**config.mk**
```make
export PLATFORM = sky130hd
export DESIGN_NAME = alu_core
export DESIGN_NICKNAME = d
export VERILOG_FILES = /design/src/rtl/alu_pkg.sv /design/src/rtl/alu_mul_seq.sv /design/src/rtl/alu_core.sv
export SDC_FILE = /design/constraint.sdc
export NUM_CORES = 1
export LEC_CHECK = 0
export CAP_MARGIN = 10
export CELL_PAD_IN_SITES_DETAIL_PLACEMENT = 1
export CELL_PAD_IN_SITES_GLOBAL_PLACEMENT = 1
export CORE_UTILIZATION = 30
export CTS_BUF_LIST = sky130_fd_sc_hd__clkbuf_2 sky130_fd_sc_hd__clkbuf_4 sky130_fd_sc_hd__clkbuf_8
export CTS_CLUSTER_DIAMETER = 50
export DETAILED_ROUTE_END_ITERATION = 6
export GPL_TIMING_DRIVEN = 0
export PLACE_DENSITY = 0.66
export SLEW_MARGIN = 20
export SYNTH_ARGS = -nofsm -noshare
export SYNTH_HDL_FRONTEND = slang
export SYNTH_HIERARCHICAL = 1
export SYNTH_SLANG_ARGS = --single-unit
```
**constraint.sdc**
```tcl
create_clock -name clk -period 4.3 [get_ports clk]
set_input_delay 1.075 -clock clk [delete_from_list [all_inputs] [get_ports clk]]
set_output_delay 1.075 -clock clk [all_outputs]
set_load 0.005 [all_outputs]
```
**src/rtl/alu_pkg.sv**
```systemverilog
// Shared definitions for the ALU: opcodes, flag bit positions, FSM states and
// small flag helpers used by alu_core.
package alu_pkg;

  localparam logic [3:0] ALU_ADD  = 4'h0;
  localparam logic [3:0] ALU_SUB  = 4'h1;
  localparam logic [3:0] ALU_AND  = 4'h2;
  localparam logic [3:0] ALU_OR   = 4'h3;
  localparam logic [3:0] ALU_XOR  = 4'h4;
  localparam logic [3:0] ALU_NOT  = 4'h5;
  localparam logic [3:0] ALU_SHL  = 4'h6;
  localparam logic [3:0] ALU_SHR  = 4'h7;
  localparam logic [3:0] ALU_SAR  = 4'h8;
  localparam logic [3:0] ALU_ADC  = 4'h9;
  localparam logic [3:0] ALU_SBB  = 4'hA;
  localparam logic [3:0] ALU_CMP  = 4'hB;
  localparam logic [3:0] ALU_INC  = 4'hC;
  localparam logic [3:0] ALU_DEC  = 4'hD;
  localparam logic [3:0] ALU_PASS = 4'hE;
  localparam logic [3:0] ALU_MUL  = 4'hF;

  localparam int FLAG_C = 0;
  localparam int FLAG_Z = 1;
  localparam int FLAG_V = 2;
  localparam int FLAG_S = 3;

  typedef enum logic {
    ST_IDLE = 1'b0,
    ST_MUL  = 1'b1
  } alu_state_t;

  // Signed overflow from operand and result sign bits only.
  function automatic logic ovf_add(input logic a_msb, input logic b_msb, input logic r_msb);
    return (a_msb == b_msb) && (r_msb != a_msb);
  endfunction

  function automatic logic ovf_sub(input logic a_msb, input logic b_msb, input logic r_msb);
    return (a_msb != b_msb) && (r_msb != a_msb);
  endfunction

  function automatic logic [3:0] pack_flags(input logic c, input logic z, input logic v,
                                            input logic s);
    logic [3:0] f;
    f         = '0;
    f[FLAG_C] = c;
    f[FLAG_Z] = z;
    f[FLAG_V] = v;
    f[FLAG_S] = s;
    return f;
  endfunction

endpackage

```
**src/rtl/alu_mul_seq.sv**
```systemverilog
// Shift-add multiplier: load latches operands, each step retires one multiplier bit.
// product_next is the product after the current step, so the caller can capture it on the last edge.
module alu_mul_seq #(
  parameter int WIDTH = 16
) (
  input  logic                 clk,
  input  logic                 rst,
  input  logic                 load,
  input  logic                 step,
  input  logic [WIDTH-1:0]     mcand,
  input  logic [WIDTH-1:0]     mplier,
  output logic [2*WIDTH-1:0]   product_next
);

  logic [2*WIDTH-1:0] product;
  logic [WIDTH-1:0]   mcand_q;
  logic [WIDTH:0]     hi_sum;

  // Upper half accumulates; the multiplier drains out of the lower half as it shifts right.
  assign hi_sum       = {1'b0, product[2*WIDTH-1:WIDTH]} +
                        {1'b0, (product[0] ? mcand_q : {WIDTH{1'b0}})};
  assign product_next = {hi_sum, product[WIDTH-1:1]};

  always_ff @(posedge clk) begin
    if (rst) begin
      product <= '0;
      mcand_q <= '0;
    end else if (load) begin
      product <= {{WIDTH{1'b0}}, mplier};
      mcand_q <= mcand;
    end else if (step) begin
      product <= product_next;
    end
  end

endmodule

```
**src/rtl/alu_core.sv**
```systemverilog
// Registered 16-bit ALU with C/Z/V/S flags and a busy/done handshake.
// Build option ALU_MUL_EN: opcode F runs the iterative multiplier; otherwise opcode F is a NOP.
//
// state   | meaning
// ST_IDLE | accepting starts; single-cycle ops complete on the accepting edge
// ST_MUL  | multiply in progress, alu_busy=1, starts ignored
module alu_core
  import alu_pkg::*;
#(
  parameter int WIDTH     = 16,
  parameter int MUL_STEPS = 16
) (
  input  logic             clk,
  input  logic             rst,
  input  logic             alu_start,
  input  logic [3:0]       alu_op,
  input  logic             flag_we,
  input  logic [WIDTH-1:0] alu_sr,
  input  logic [WIDTH-1:0] alu_dr,
  output logic [WIDTH-1:0] alu_result,
  output logic             alu_busy,
  output logic             alu_done,
  output logic             flag_c,
  output logic             flag_z,
  output logic             flag_v,
  output logic             flag_s
);

  localparam int MSB = WIDTH - 1;
  localparam logic [WIDTH:0] ONE_X = (WIDTH + 1)'(1);

  if (MUL_STEPS != WIDTH) begin : g_bad_steps
    $error("alu_core: MUL_STEPS must equal WIDTH");
  end

  alu_state_t       state;
  logic [3:0]       flags;
  logic [3:0]       flags_new;
  logic [WIDTH:0]   dr_x, sr_x, cin_x, ext;
  logic [WIDTH-1:0] res;
  logic             c_new, v_new, wr_res, wr_flags;

  assign dr_x  = {1'b0, alu_dr};
  assign sr_x  = {1'b0, alu_sr};
  assign cin_x = {{WIDTH{1'b0}}, flags[FLAG_C]};

  always_comb begin
    ext      = '0;
    res      = alu_result;
    c_new    = 1'b0;
    v_new    = 1'b0;
    wr_res   = 1'b1;
    wr_flags = 1'b1;
    case (alu_op)
      ALU_ADD: begin
        ext   = dr_x + sr_x;
        res   = ext[MSB:0];
        c_new = ext[WIDTH];
        v_new = ovf_add(alu_dr[MSB], alu_sr[MSB], res[MSB]);
      end
      ALU_SUB, ALU_CMP: begin
        ext    = dr_x - sr_x;
        res    = ext[MSB:0];
        c_new  = ext[WIDTH];
        v_new  = ovf_sub(alu_dr[MSB], alu_sr[MSB], res[MSB]);
        wr_res = (alu_op != ALU_CMP);
      end
      ALU_AND:  res = alu_dr & alu_sr;
      ALU_OR:   res = alu_dr | alu_sr;
      ALU_XOR:  res = alu_dr ^ alu_sr;
      ALU_NOT:  res = ~alu_dr;
      ALU_SHL: begin
        res   = {alu_dr[MSB-1:0], 1'b0};
        c_new = alu_dr[MSB];
      end
      ALU_SHR: begin
        res   = {1'b0, alu_dr[MSB:1]};
        c_new = alu_dr[0];
      end
      ALU_SAR: begin
        res   = {alu_dr[MSB], alu_dr[MSB:1]};
        c_new = alu_dr[0];
      end
      ALU_ADC: begin
        ext   = dr_x + sr_x + cin_x;
        res   = ext[MSB:0];
        c_new = ext[WIDTH];
        v_new = ovf_add(alu_dr[MSB], alu_sr[MSB], res[MSB]);
      end
      ALU_SBB: begin
        ext   = dr_x - sr_x - cin_x;
        res   = ext[MSB:0];
        c_new = ext[WIDTH];
        v_new = ovf_sub(alu_dr[MSB], alu_sr[MSB], res[MSB]);
      end
      ALU_INC: begin
        ext   = dr_x + ONE_X;
        res   = ext[MSB:0];
        c_new = ext[WIDTH];
        v_new = ovf_add(alu_dr[MSB], 1'b0, res[MSB]);
      end
      ALU_DEC: begin
        ext   = dr_x - ONE_X;
        res   = ext[MSB:0];
        c_new = ext[WIDTH];
        v_new = ovf_sub(alu_dr[MSB], 1'b0, res[MSB]);
      end
      ALU_PASS: res = alu_sr;
      default: begin
        wr_res   = 1'b0;
        wr_flags = 1'b0;
      end
    endcase
    flags_new = pack_flags(c_new, (res == '0), v_new, res[MSB]);
  end

`ifdef ALU_MUL_EN
  localparam int CNT_W = $clog2(MUL_STEPS);
  localparam logic [CNT_W-1:0] STEP_LAST = CNT_W'(MUL_STEPS - 1);

  logic [CNT_W-1:0]   step_cnt;
  logic               mul_flag_we;
  logic               mul_load, mul_step;
  logic [2*WIDTH-1:0] prod_next;
  logic [3:0]         mul_flags;

  assign mul_load  = (state == ST_IDLE) && alu_start && (alu_op == ALU_MUL);
  assign mul_step  = (state == ST_MUL);
  assign mul_flags = pack_flags(|prod_next[2*WIDTH-1:WIDTH], (prod_next[MSB:0] == '0),
                                |prod_next[2*WIDTH-1:WIDTH], prod_next[MSB]);

  alu_mul_seq #(.WIDTH(WIDTH)) u_mul (
    .clk          (clk),
    .rst          (rst),
    .load         (mul_load),
    .step         (mul_step),
    .mcand        (alu_dr),
    .mplier       (alu_sr),
    .product_next (prod_next)
  );
`endif

  always_ff @(posedge clk) begin
    if (rst) begin
      state      <= ST_IDLE;
      alu_result <= '0;
      flags      <= '0;
      alu_busy   <= 1'b0;
      alu_done   <= 1'b0;
`ifdef ALU_MUL_EN
      step_cnt    <= '0;
      mul_flag_we <= 1'b0;
`endif
    end else begin
      alu_done <= 1'b0;
      case (state)
        ST_IDLE: begin
          if (alu_start) begin
`ifdef ALU_MUL_EN
            if (alu_op == ALU_MUL) begin
              state       <= ST_MUL;
              alu_busy    <= 1'b1;
              step_cnt    <= STEP_LAST;
              mul_flag_we <= flag_we;
            end else
`endif
            begin
              alu_done <= 1'b1;
              if (wr_res)              alu_result <= res;
              if (wr_flags && flag_we) flags      <= flags_new;
            end
          end
        end
`ifdef ALU_MUL_EN
        ST_MUL: begin
          // Down-counter: the edge that sees zero performs the final step.
          if (step_cnt == '0) begin
            state      <= ST_IDLE;
            alu_busy   <= 1'b0;
            alu_done   <= 1'b1;
            alu_result <= prod_next[MSB:0];
            if (mul_flag_we) flags <= mul_flags;
          end else begin
            step_cnt <= step_cnt - 1'b1;
          end
        end
`endif
        default: state <= ST_IDLE;
      endcase
    end
  end

  assign flag_c = flags[FLAG_C];
  assign flag_z = flags[FLAG_Z];
  assign flag_v = flags[FLAG_V];
  assign flag_s = flags[FLAG_S];

endmodule

```
==> run summary, run 1 <==
The power density relative to cell area works out to 178 nW/um^2. The final reports fail on setup timing. The number of endpoints failing setup at the final stage came out at 1.

The run gives 0 as the count of endpoints failing hold in the final timing report. The worst register-to-register path has a setup slack of 710 ps. Clock tree synthesis inserted a total of 3 buffers. The number of nets handed over by synthesis was 975. The total half-perimeter wirelength after legalization and detailed placement came out at 22.0 mm.

For this run, the detailed router's first-pass iteration total came to 5. The analysis attributes to net switching a power of 748 uW. The run gives 21 as the number of clock sinks seen by CTS. Relative to the synthesized area, the layout overhead comes to 40.2%.

In this run, flip-flops and latches consume 15.0% of the power. After synthesis, the share of flip-flops with an asynchronous set or reset is 0%. STA classifies the critical path endpoint as a flop.

The number of nets in the final layout was 1,078; the clock skew after layout was 8.87 ps. Die outline height: 143 um. Cell chosen for the clock root: sky130_fd_sc_hd__clkbuf_8. The global-route total usage across every layer was 27.9%; the clock network latency to the later pin of the worst-skew pair was 270 ps. The floorplan step defined a die boundary enclosing 20,600 um^2. The mapped netlist covers 6000 um^2.

Once placement finished, the instance area stood at 6930 um^2. The most common cell after layout, fill and taps aside is sky130_fd_sc_hd__nand2_1. The least setup slack across all paths after layout was -181 ps. For this run, design rule violations remaining after detail routing come to 0. The first global-routing pass estimated 43.9 mm of wire. For the register area share after synthesis, the log shows 7.01%. The number of hold buffers added after CTS is 0, and the core footprint is 19,500 um^2.

In the synthesized netlist the dominant register cell turns out to be sky130_fd_sc_hd__dfxtp_1. The logs give 62 for the count of pins on the block boundary and 21.9% for the worst slew slack as a fraction of its limit. The final worst-path cycle share is 104%. The clock network accounts for 8.7% of the total power. The clock transition at the registers of the reported paths was 80 ps; the number of distinct standard cells referenced by the synthesized netlist was 90.

The logs give 0 for the number of nets still failing antenna checks after routing and 1 for the initial antenna violation count. Class of the most critical hold timing path: reg2reg. Once the floorplan was initialized, standard cells occupied 30.7% of the core.

For the worst setup path, the data arrival time is 4700 ps. The H-tree depth is 1. The routed design could run at a clock period as short as 4480 ps. The combinational group share of total power is 76.3%. The run gives 748 uW as the total internal power. Counting flops and latches in the post-synthesis netlist gives 21. Setup repair after global routing could not meet its margin everywhere. The cell area after layout was 8400 um^2.

Across the VDD grid, the largest voltage drop is 0.0921 mV. The maximum clock insertion buffer count is 2, and the final RePlAce weighted congestion is 0.947. Input and output buffers added on the ports amount to 59. The tools report the synthesized instance count as 876. For the pin with the worst max-slew slack, the measured transition is 1170 ps. For this design the static power due to leakage is 3.09 nW.

After detailed routing, the average wire length per cell comes to 23.0 um. By startpoint and endpoint, the worst setup path is classified as in2reg. The final sum of negative setup slack was -181 ps; the fraction of layout cells with a size suffix above 1 was 26.8%.

The overall die width was 143 um. Row generation in the floorplan step produced 51 rows. The tools report the startpoint class of the critical path as an input pin. For the pin count of the biggest net entering global routing, the log shows 15. Data on the critical path is required at its endpoint by 4520 ps. In this run the worst path has a maximum fanout of 10. The tools report the number of vias after detailed routing as 7,613. Max-cap violations in this run came to 0.

Mean number of vias per cell: 6.12. 0 antenna diodes ended up in the layout. In the layout the commonest cells are sky130_fd_sc_hd__nand2_1, sky130_fd_sc_hd__nor2_1, sky130_fd_sc_hd__a21oi_1. The number of pins exceeding their max-slew limit in the final report came out at 0. TritonCTS built the clock tree. The average cell area after synthesis is 6.84 um^2. The detailed router finished its first iteration with 760 violations. The run gives 223 MHz as the maximum clock frequency. During synthesis, Yosys emitted a total of 6 warnings.

For this block, the routed nets add up to 28.6 mm of wire. The run finished, with violations left. Count of flip-flops with a built-in enable after synthesis: 0. The switching share of total power works out to 50.0%.

The logs give 7,308 for the via count of the first global-routing pass and 0 for the total grt overflow.
## critical path, stage by stage
cell	delay, ps
sky130_fd_sc_hd__clkdlybuf4s50_1	490
sky130_fd_sc_hd__buf_6	180
sky130_fd_sc_hd__buf_4	180
sky130_fd_sc_hd__buf_2	210
sky130_fd_sc_hd__nand3_1	270
sky130_fd_sc_hd__clkbuf_1	580
sky130_fd_sc_hd__o2111ai_1	380
sky130_fd_sc_hd__o32a_1	430
sky130_fd_sc_hd__nand4bb_4	250
sky130_fd_sc_hd__nor4_4	290
sky130_fd_sc_hd__and4_1	220
sky130_fd_sc_hd__a31o_1	130
## power by group through the flow
| stage | Combinational [mW] | Clock (mW) | Sequential, mW |
|---|---|---|---|
| CTS | 1.03 | 0.133 | 0.224 |
| global route | 1.22 | 0.143 | 0.226 |
| finish | 1.14 | 0.130 | 0.224 |
| floorplan | 0.569 | 0 | 0.226 |
| detailed placement | 0.860 | 0 | 0.228 |
| global placement | 0.853 | 0 | 0.228 |
## kinds of logic after synthesis
family | Yosys count | synth area share (%)
simple gates | 327 | 28.3
fa+ha+maj | 59 | 12.6
compound gates | 301 | 36.5
mux | 4 | 0.668
buf+inv | 119 | 8.47
xor+xnor | 44 | 6.43
other cells | 1 | 0.0625
flops | 21 | 7.01
## cells in the mapped netlist, drive strengths merged, types with 5 or more instances
cell     number  area share [%]
o21a          9             1.1
o221ai       10             1.5
and3         13             1.4
a2111oi      10             1.7
a21oi        70             5.9
nand3        35             2.9
o211ai       12             1.5
nand4        13             1.4
o31ai         8             1.0
or3           6            0.63
a21o          5            0.63
a211o         5            0.73
ha           57              12
buf          25             2.6
inv          52             3.3
dfxtp        21             7.0
a222oi       10             1.7
o21bai        7            0.88
o311ai        5             1.1
o32ai         5            0.73
nand2        72             4.5
a211oi       23             3.4
nand2b       12             1.3
o22ai        15             1.6
xnor2        31             4.5
clkbuf       40             2.5
or2           8            0.83
nor2         73             4.7
o21ai        40             3.3
xor2         13             1.9
a221o         7             1.2
a31oi        11             1.1
nor3         38             3.3
nor4         13             1.8
nor2b        15             1.6
a221oi       14             2.0
## worst paths after layout
check | start | end | cells after the start
hold / removal | alu_result[1] | alu_result[1] | 2
setup / recovery | alu_op[0] | flags[1] | 12
setup reg to reg | flags[0] | flags[1] | 11
hold reg to reg | alu_result[1] | alu_result[1] | 2
## final cells by class
cell class,count,area [um^2]
sequential,21,420
buffer,56,412
timing repair buffer,107,948
clock buffer,3,41.3
inverter,54,218
clock inverter,1,5.00
fill,2453,11100
multi-input combinational,736,6030
tap,265,332
## flip-flops by register name, summed over array words and instances (netlist names)
register / cells
alu_result: 16
alu_done: 1
flags: 4
## timing repair
item	4_1_cts	5_1_grt
pin swaps	49	49
resized for setup	191	115
setup buffers	33	15
endpoints found under the setup margin	15	10
## stage by stage
stage	hold slack, ps	total power [mW]	util (%)	cells	setup slack (ps)
final	485	1.50	43.0	1243	-181
after global routing	502	1.59	43.0	1243	-254
after CTS	487	1.38	40.7	1230	-376
after detailed placement	478	1.09	35.5	1200	-1510
after global placement	471	1.08	35.5	1200	-1480
after floorplan	463	0.795	-	876	5.60
## per-layer routing
layer | up-vias | wire (um) | track usage (%)
met1 | 3757 | 13300 | 39.8
li1 | 3513 | - | -
met3 | 46 | 1730 | 1.97
met2 | 297 | 12800 | 44.4
met4 | 0 | 777 | 8.34
met5 | - | 0 | 0
No activity file was read; power rests on OpenSTA's default activity.
==> inputs of run 2 (changes only) <==
--- a/config.mk
+++ b/config.mk
@@ -17,5 +17,4 @@
 export SLEW_MARGIN = 20
 export SYNTH_ARGS = -nofsm -noshare
 export SYNTH_HDL_FRONTEND = slang
-export SYNTH_HIERARCHICAL = 1
 export SYNTH_SLANG_ARGS = --single-unit
==> results of run 2 <==
Same layout as run 1: the final DEF is identical, and so are final timing and power.
Main changes from that run: Yosys warning count 6 -> 0
